===== config.mk =====
export PLATFORM = sky130hd
export DESIGN_NAME = svm_weight_addr_seq
export DESIGN_NICKNAME = d
export VERILOG_FILES = /design/src/rtl/svm_pkg.sv /design/src/rtl/svm_hold_counter.sv /design/src/rtl/svm_weight_addr_seq.sv
export SDC_FILE = /design/constraint.sdc
export NUM_CORES = 1
export LEC_CHECK = 0
export ABC_CLOCK_PERIOD_IN_PS = 5400
export CAP_MARGIN = 10
export CORE_ASPECT_RATIO = 0.75
export CORE_MARGIN = 3
export CORE_UTILIZATION = 40
export CTS_CLUSTER_DIAMETER = 30
export DETAILED_ROUTE_END_ITERATION = 10
export HOLD_SLACK_MARGIN = 0.15
export PLACE_DENSITY_LB_ADDON = 0.2
export SYNTH_ARGS = -nofsm -noshare
export SYNTH_HDL_FRONTEND = slang
export SYNTH_SLANG_ARGS = --single-unit

===== constraint.sdc =====
create_clock -name iClk -period 5.4 [get_ports iClk]
set_input_delay 0.54 -clock iClk [delete_from_list [all_inputs] [get_ports iClk]]
set_output_delay 0.54 -clock iClk [all_outputs]
set_load 0.01 [all_outputs]

===== src/rtl/svm_pkg.sv =====
// Shared constants and types for the HOG/SVM classifier datapath.
package svm_pkg;

  localparam int unsigned HOG_DESC_LEN   = 3780;
  localparam int unsigned SVM_ADDR_W     = 12;
  localparam int unsigned SVM_MAC_CYCLES = 10;

  typedef enum logic [1:0] {
    IDLE,
    RUN,
    DONE
  } seq_state_t;

endpackage


===== src/rtl/svm_hold_counter.sv =====
// Modulo-HOLD counter with enable and synchronous clear; terminal count marks
// the last enabled cycle of a hold period.
module svm_hold_counter #(
  parameter int unsigned HOLD = 10
) (
  input  logic iClk,
  input  logic iRst,
  input  logic iEn,
  input  logic iClr,
  output logic oTc
);

  localparam int unsigned CntW = (HOLD > 1) ? $clog2(HOLD) : 1;
  localparam logic [CntW-1:0] TcVal = CntW'(HOLD - 1);

  logic [CntW-1:0] cntQ, cntD;

  // Qualified by enable so a stalled cycle never reports terminal count.
  assign oTc = iEn && (cntQ == TcVal);

  always_comb begin
    cntD = cntQ;
    if (iClr) begin
      cntD = '0;
    end else if (iEn) begin
      cntD = oTc ? '0 : cntQ + 1'b1;
    end
  end

  always_ff @(posedge iClk or posedge iRst) begin
    if (iRst) begin
      cntQ <= '0;
    end else begin
      cntQ <= cntD;
    end
  end

endmodule


===== src/rtl/svm_weight_addr_seq.sv =====
// Weight-ROM address sequencer: sweeps DEPTH addresses from a latched base,
// holding each for HOLD cycles, repeated PASSES times per start.
module svm_weight_addr_seq
  import svm_pkg::*;
#(
  parameter int unsigned ADDR_W = SVM_ADDR_W,
  parameter int unsigned DEPTH  = HOG_DESC_LEN,
  parameter int unsigned HOLD   = SVM_MAC_CYCLES,
  parameter int unsigned PASSES = 1,
  localparam int unsigned PASS_W = (PASSES > 1) ? $clog2(PASSES) : 1
) (
  input  logic              iClk,
  input  logic              iRst,
  input  logic              iStart,
  input  logic              iStall,
  input  logic [ADDR_W-1:0] iBase,
  output logic [ADDR_W-1:0] oADDR,
  output logic              oVALID,
  output logic              oSTROBE,
  output logic              oLAST,
  output logic [PASS_W-1:0] oPASS,
  output logic              oBUSY,
  output logic              oDONE
);

  localparam int unsigned IdxW = (DEPTH > 1) ? $clog2(DEPTH) : 1;
  localparam logic [IdxW-1:0]   LastIdx  = IdxW'(DEPTH - 1);
  localparam logic [PASS_W-1:0] LastPass = PASS_W'(PASSES - 1);

  seq_state_t        stateQ, stateD;
  logic [ADDR_W-1:0] addrQ, addrD, baseQ, baseD;
  logic [IdxW-1:0]   idxQ, idxD;
  logic [PASS_W-1:0] passQ, passD;
  logic              holdEn, holdClr, holdTc;

  assign holdEn = (stateQ == RUN) && !iStall;

  svm_hold_counter #(
    .HOLD (HOLD)
  ) uHoldCnt (
    .iClk (iClk),
    .iRst (iRst),
    .iEn  (holdEn),
    .iClr (holdClr),
    .oTc  (holdTc)
  );

  always_comb begin
    stateD  = stateQ;
    addrD   = addrQ;
    baseD   = baseQ;
    idxD    = idxQ;
    passD   = passQ;
    holdClr = 1'b0;
    unique case (stateQ)
      IDLE: begin
        if (iStart) begin
          baseD   = iBase;
          addrD   = iBase;
          idxD    = '0;
          passD   = '0;
          holdClr = 1'b1;
          stateD  = RUN;
        end
      end
      RUN: begin
        if (holdTc) begin
          if (idxQ != LastIdx) begin
            idxD  = idxQ + 1'b1;
            addrD = addrQ + 1'b1;
          end else if (passQ != LastPass) begin
            passD = passQ + 1'b1;
            idxD  = '0;
            addrD = baseQ;
          end else begin
            // Address is left on the final entry through DONE and IDLE.
            stateD = DONE;
          end
        end
      end
      DONE: stateD = IDLE;
      default: stateD = IDLE;
    endcase
  end

  always_ff @(posedge iClk or posedge iRst) begin
    if (iRst) begin
      stateQ <= IDLE;
      addrQ  <= '0;
      baseQ  <= '0;
      idxQ   <= '0;
      passQ  <= '0;
    end else begin
      stateQ <= stateD;
      addrQ  <= addrD;
      baseQ  <= baseD;
      idxQ   <= idxD;
      passQ  <= passD;
    end
  end

  assign oADDR   = addrQ;
  assign oPASS   = passQ;
  assign oVALID  = (stateQ == RUN);
  assign oBUSY   = (stateQ != IDLE);
  assign oDONE   = (stateQ == DONE);
  assign oSTROBE = holdTc;
  assign oLAST   = holdTc && (idxQ == LastIdx);

endmodule


# Word-level counts from Yosys, hierarchy flattened
# Cells that the tools add are included.
totals:
  register_bits: 43
  out_inout_bits: 18
  word_cells: 57
op_classes:
  add_sub_neg: 4
  eq_ne: 10
  n_mux: 25
  n_reduce_logical: 12
ops:
  columns: ["cell", "n"]
  rows:
  - ["2-to-1 mux 12 bit", 8]
  - ["one-hot mux 12 bit (2 select lines)", 2]
  - ["adder 12 x 1 -> 12 bit, second input constant", 2]
  - ["== test 12 bit, second input constant", 1]
  - ["2-to-1 mux 4 bit", 3]
  - ["inequality test 12 bit, second input constant", 1]
  - ["AND reduction 4 bit", 3]
  - ["2-to-1 mux 2 bit", 4]
  - ["2-to-1 mux 1 bit", 6]
  - ["inequality test 2 bit, second input constant", 3]
  - ["nonzero test 2 bit", 3]
  - ["adder 4 x 1 -> 4 bit, second input constant", 1]
  - ["== test 4 bit, second input constant", 1]
  - ["one-hot mux 2 bit (2 select lines)", 1]
  - ["logical AND 1 bit", 3]
  - ["inequality test 3 x 1 -> 1 bit, second input constant", 1]
  - ["== test 2 x 1 -> 1 bit, second input constant", 1]
  - ["== test 2 bit, second input constant", 1]
  - ["zero test 2 bit", 1]
  - ["inequality test 2 x 1 -> 1 bit, second input constant", 1]
  - ["one-hot mux 1 bit (2 select lines)", 1]
  - ["AND reduction 2 bit", 1]
  - ["adder 1 bit, second input constant", 1]
  - ["zero test 1 bit", 1]

# Depth between registers and ports, before layout
depth:
  ltp_word: 6
  mapped_depth: 7
  depth_no_buf: 6

# By module
# Synthesis repeated with hierarchy kept, for this count alone.
hier_totals:
  hier_cells: 215
  area_unflattened_um2: 1896.8
modules_own_cells:
  columns: ["module", "instances", "cells_per_inst", "area_per_inst_um2", "seq_area_each_um2"]
  rows:
  - ["svm_weight_addr_seq", 1, 188, 1651.6, 650.6]
  - ["svm_hold_counter", 1, 27, 245.2, 100.1]

# Least setup slack after synthesis
# No wires, ideal clock.
synth_timing:
  kind: "input port to output port"
  from: "input iStall"
  to: "output oLAST"
  t_arrival_ps: 1580
  setup_slack_ps: 3280
  stages: 4
  path_buffers: 1
  cell_sequence: "and4bb_2 nand2_1 buf_6 nor4_1"
synth_via:
  elab_chain_len: 4
synth_rtl:
  columns: ["element", "line_no", "rtl"]
  rows:
  - ["from (decl)", "svm_weight_addr_seq.sv:15", "input logic iStall,"]
  - ["zero test 1 bit", "svm_weight_addr_seq.sv:36", "assign holdEn = (stateQ == RUN) && !iStall;"]
  - ["logical AND 1 bit", "svm_weight_addr_seq.sv:36", null]
  - ["logical AND 1 bit", "svm_hold_counter.sv:19", "assign oTc = iEn && (cntQ == TcVal);"]
  - ["logical AND 1 bit", "svm_weight_addr_seq.sv:108", "assign oLAST = holdTc && (idxQ == LastIdx);"]
  - ["to (decl)", "svm_weight_addr_seq.sv:20", "output logic oLAST,"]
# No other way between the ends.

# Final worst setup path
layout_timing:
  from: "register stateQ[0]"
  to: "output oLAST"
layout_via:
  elab_chain_len: 4
layout_rtl:
  columns: ["element", "line_no", "rtl"]
  rows:
  - ["from (decl)", "svm_weight_addr_seq.sv:30", "seq_state_t stateQ, stateD;"]
  - ["from (signal assigned)", "svm_weight_addr_seq.sv:94", "stateQ <= stateD;"]
  - ["== test 2 x 1 -> 1 bit", "svm_weight_addr_seq.sv:36", null]
  - ["logical AND 1 bit", "svm_weight_addr_seq.sv:36", null]
  - ["logical AND 1 bit", "svm_hold_counter.sv:19", null]
  - ["logical AND 1 bit", "svm_weight_addr_seq.sv:108", null]
# No other way between the ends.

==> flow_summary.json <==
{
  "vdd_drop_max_uv": 196.7,
  "critPathMaxStageDelay_ns": 0.62,
  "cts_hold_buf": 0,
  "report.final.slew_viol_count": 0,
  "synth.net_count": 227,
  "worstSetupStartpointType": "flop",
  "path_class": "flop to output port",
  "initial_core_util": 0.4247,
  "die_h_um": 66.34,
  "cts_max_level": 2,
  "gp_congestion": 0.8391,
  "power_density_mw_per_mm2": 290.1,
  "syn_to_final_growth_pct": 22.68,
  "dpl_worst_slack_ns": 2.145,
  "clock_skew_ns": 0.009205,
  "tightestPinTransition_ns": 1.078,
  "yosys.area.top_type_share": 0.3866,
  "crit_path_start": "stateQ[0]$_DFFE_PP0P_",
  "cts_resized": 0,
  "ys_seq_area_frac": 0.3866,
  "die_w_um": 86.46,
  "synth.most_common_cell": "dfrtp_1",
  "overflow": 0,
  "synth_seq_cells": 30,
  "fin_crit_ns": 3.275,
  "die-area_mm2": 0.005735,
  "cts_root_buffer": "clkbuf_8",
  "drt-initial-drc-count": 83,
  "rr_startpoint": "stateQ[0]$_DFFE_PP0P_",
  "dpl.cell_count": 287,
  "busiest_layer": "met1",
  "setup_ws_ns": 2.125,
  "cp_slowest_cell": "dfrtp_1",
  "ys_types": 65,
  "hold_viol": 0,
  "ant_nets": 0,
  "synth_edf_count": 0,
  "ys.flop_type": "dfrtp_1",
  "io_pins": 34,
  "fin_crit_sh": 0.6064,
  "hpwlAfterDp_um": 3649,
  "dpl_cell_area_mm2": 0.002291,
  "cts_sinks": 30,
  "gr-usage-met3": 0.04608,
  "viasPerCell": 6.112,
  "grt_pass1_wl_um": 8859,
  "end_kind": "output port",
  "n_fill_cell": 455,
  "grt_pass1_vias": 1748,
  "path_buf_inv": 2,
  "synthTopCellsByCount": "dfrtp_1 (30), nand2_1 (16), nand3_1 (11), nor2_1 (11)",
  "maxCapViolations": 0,
  "syn-cell-area_mm2": 0.001942,
  "grt_use_met2": 0.2910,
  "finalSetupTns_ns": 0,
  "grt.met1_usage": 0.2924,
  "outcome": "completed",
  "async_flop_share": 1.000,
  "wirelength_um": 5192,
  "ys_warn_count": 0,
  "grt_max_degree": 31,
  "rsz0062_at_grt": "false",
  "coreArea_mm2": 0.004572,
  "port_buffers": 32,
  "clkSlewWorstSetupHoldPaths_ns": 0.07,
  "syn_inst": 207,
  "slew_headroom": 0.2784,
  "design_area_mm2": 0.002382,
  "clkLatencyLatePin_ns": 0.29,
  "critical_path_arrival_ns": 2.73,
  "crit_fanout": 13,
  "critPathTopFamily": "simple AND/OR/NAND/NOR gates",
  "placementRows": 21,
  "num_vias": 1803,
  "yosysTopAreaCell": "dfrtp_1",
  "hp-class": "flop to flop",
  "instances_no_fill": 295,
  "cts_setup_buffers": 0,
  "required_ns": 4.86,
  "crit_path_cell_trace": "nand2b_4, inv_2, nand2_1, nor4_1, clkdlybuf4s50_1",
  "n_antenna_cell": 0,
  "post_drt_wl_per_cell_um": 17.60,
  "yosys-top-cells-area": "dfrtp_1 (39%), nand2_1 (3.1%), nand4_1 (2.9%), nand3_1 (2.8%), ha_1 (2.6%)",
  "syn_area_per_cell_um2": 9.381,
  "timing.fmax_mhz": 305.4,
  "first_pass_iters": 4,
  "setup_viol": 0,
  "nNetsFinal": 257,
  "cts_buffers": 5,
  "antenna_found_initial": 0,
  "drive_above_1_share": 0.1134,
  "cts_tree": "built",
  "p_leak_nw": 0.9288,
  "track_usage": 0.2019,
  "drc": 0,
  "clock_path_buffers": 2,
  "hold_path_startpoint": "idxQ[1]$_DFFE_PP0P_"
}
## through the flow
step | total power, mW | util | hold slack [ns]
3_5_place_dp | 0.5039 | 0.5011 | 0.5337
6_report | 0.6911 | 0.5211 | 0.5485
2_1_floorplan | 0.4294 | - | 0.4927
3_3_place_gp | 0.5018 | 0.5011 | 0.5146
4_1_cts | 0.6967 | 0.5211 | 0.5494
5_1_grt | 0.7372 | 0.5211 | 0.5871
## report_power, final
part           internal [mW]  total [mW]  switching (mW)  leakage (nW)
Sequential             0.262       0.313          0.0504         0.367
Clock                  0.103       0.191          0.0883        0.0482
Combinational         0.0973       0.187          0.0900         0.513
## worst paths after layout
| kind | slack [ns] | depth (start not counted) | to |
|---|---|---|---|
| min in group asynchronous | 0.63 | 3 | idxQ[0]$_DFFE_PP0P_ |
| setup reg to reg | 2.84 | 5 | idxQ[5]$_DFFE_PP0P_ |
| setup / recovery | 2.13 | 5 | oLAST |
| max in group asynchronous | 4.49 | 3 | idxQ[9]$_DFFE_PP0P_ |
| hold / removal | 0.55 | 1 | idxQ[1]$_DFFE_PP0P_ |
| hold reg to reg | 0.55 | 1 | idxQ[1]$_DFFE_PP0P_ |
## state kept, by name, summed over array words and instances, names as in the netlist
| name | flops |
|---|---|
| uHoldCnt.cntQ | 4 |
| stateQ | 2 |
| idxQ | 12 |
| oADDR | 12 |
## per-layer routing
metal	share of wire	up-vias
met5	0	-
met4	0.0092	0
met3	0.060	4
met2	0.42	57
met1	0.51	869
li1	-	873
## placed cells by master (no fill, tap or decap), drive strengths merged, types with 3 or more instances in the layout
cell	count
a21oi	9
a221o	3
a31oi	6
and3	6
clkbuf	7
clkdlybuf4s50	32
dfrtp	30
ha	4
inv	10
nand2	17
nand3	11
nand4	9
nor2	11
nor3	6
nor4	7
o211ai	5
o21ai	6
o31ai	7
o32a	3
or4	6
## cells by family (layout without fill, tap and decap cells)
family	after synthesis	after routing	share of synthesized area
adder cells (fa/ha/maj)	4	4	0.02577
multiplexers	2	2	0.01095
AO/OA/AOI/OAI	55	55	0.2210
AND/OR/NAND/NOR	91	91	0.2887
flip-flops	30	30	0.3866
buffers and inverters	21	52	0.05154
other	1	1	0.001931
XOR/XNOR	3	3	0.01353
## area by class of cell
cell class | instances | area, µm² | area share
clock buffer | 7 | 86.33 | 0.03624
clock inverter | 1 | 5.005 | 0.002101
inverter | 10 | 37.54 | 0.01576
multi-input combinational | 156 | 1096 | 0.4601
sequential | 30 | 750.7 | 0.3151
tap | 57 | 71.32 | 0.02994
timing repair buffer | 34 | 335.3 | 0.1408
Power figures use the tool's default switching activity.
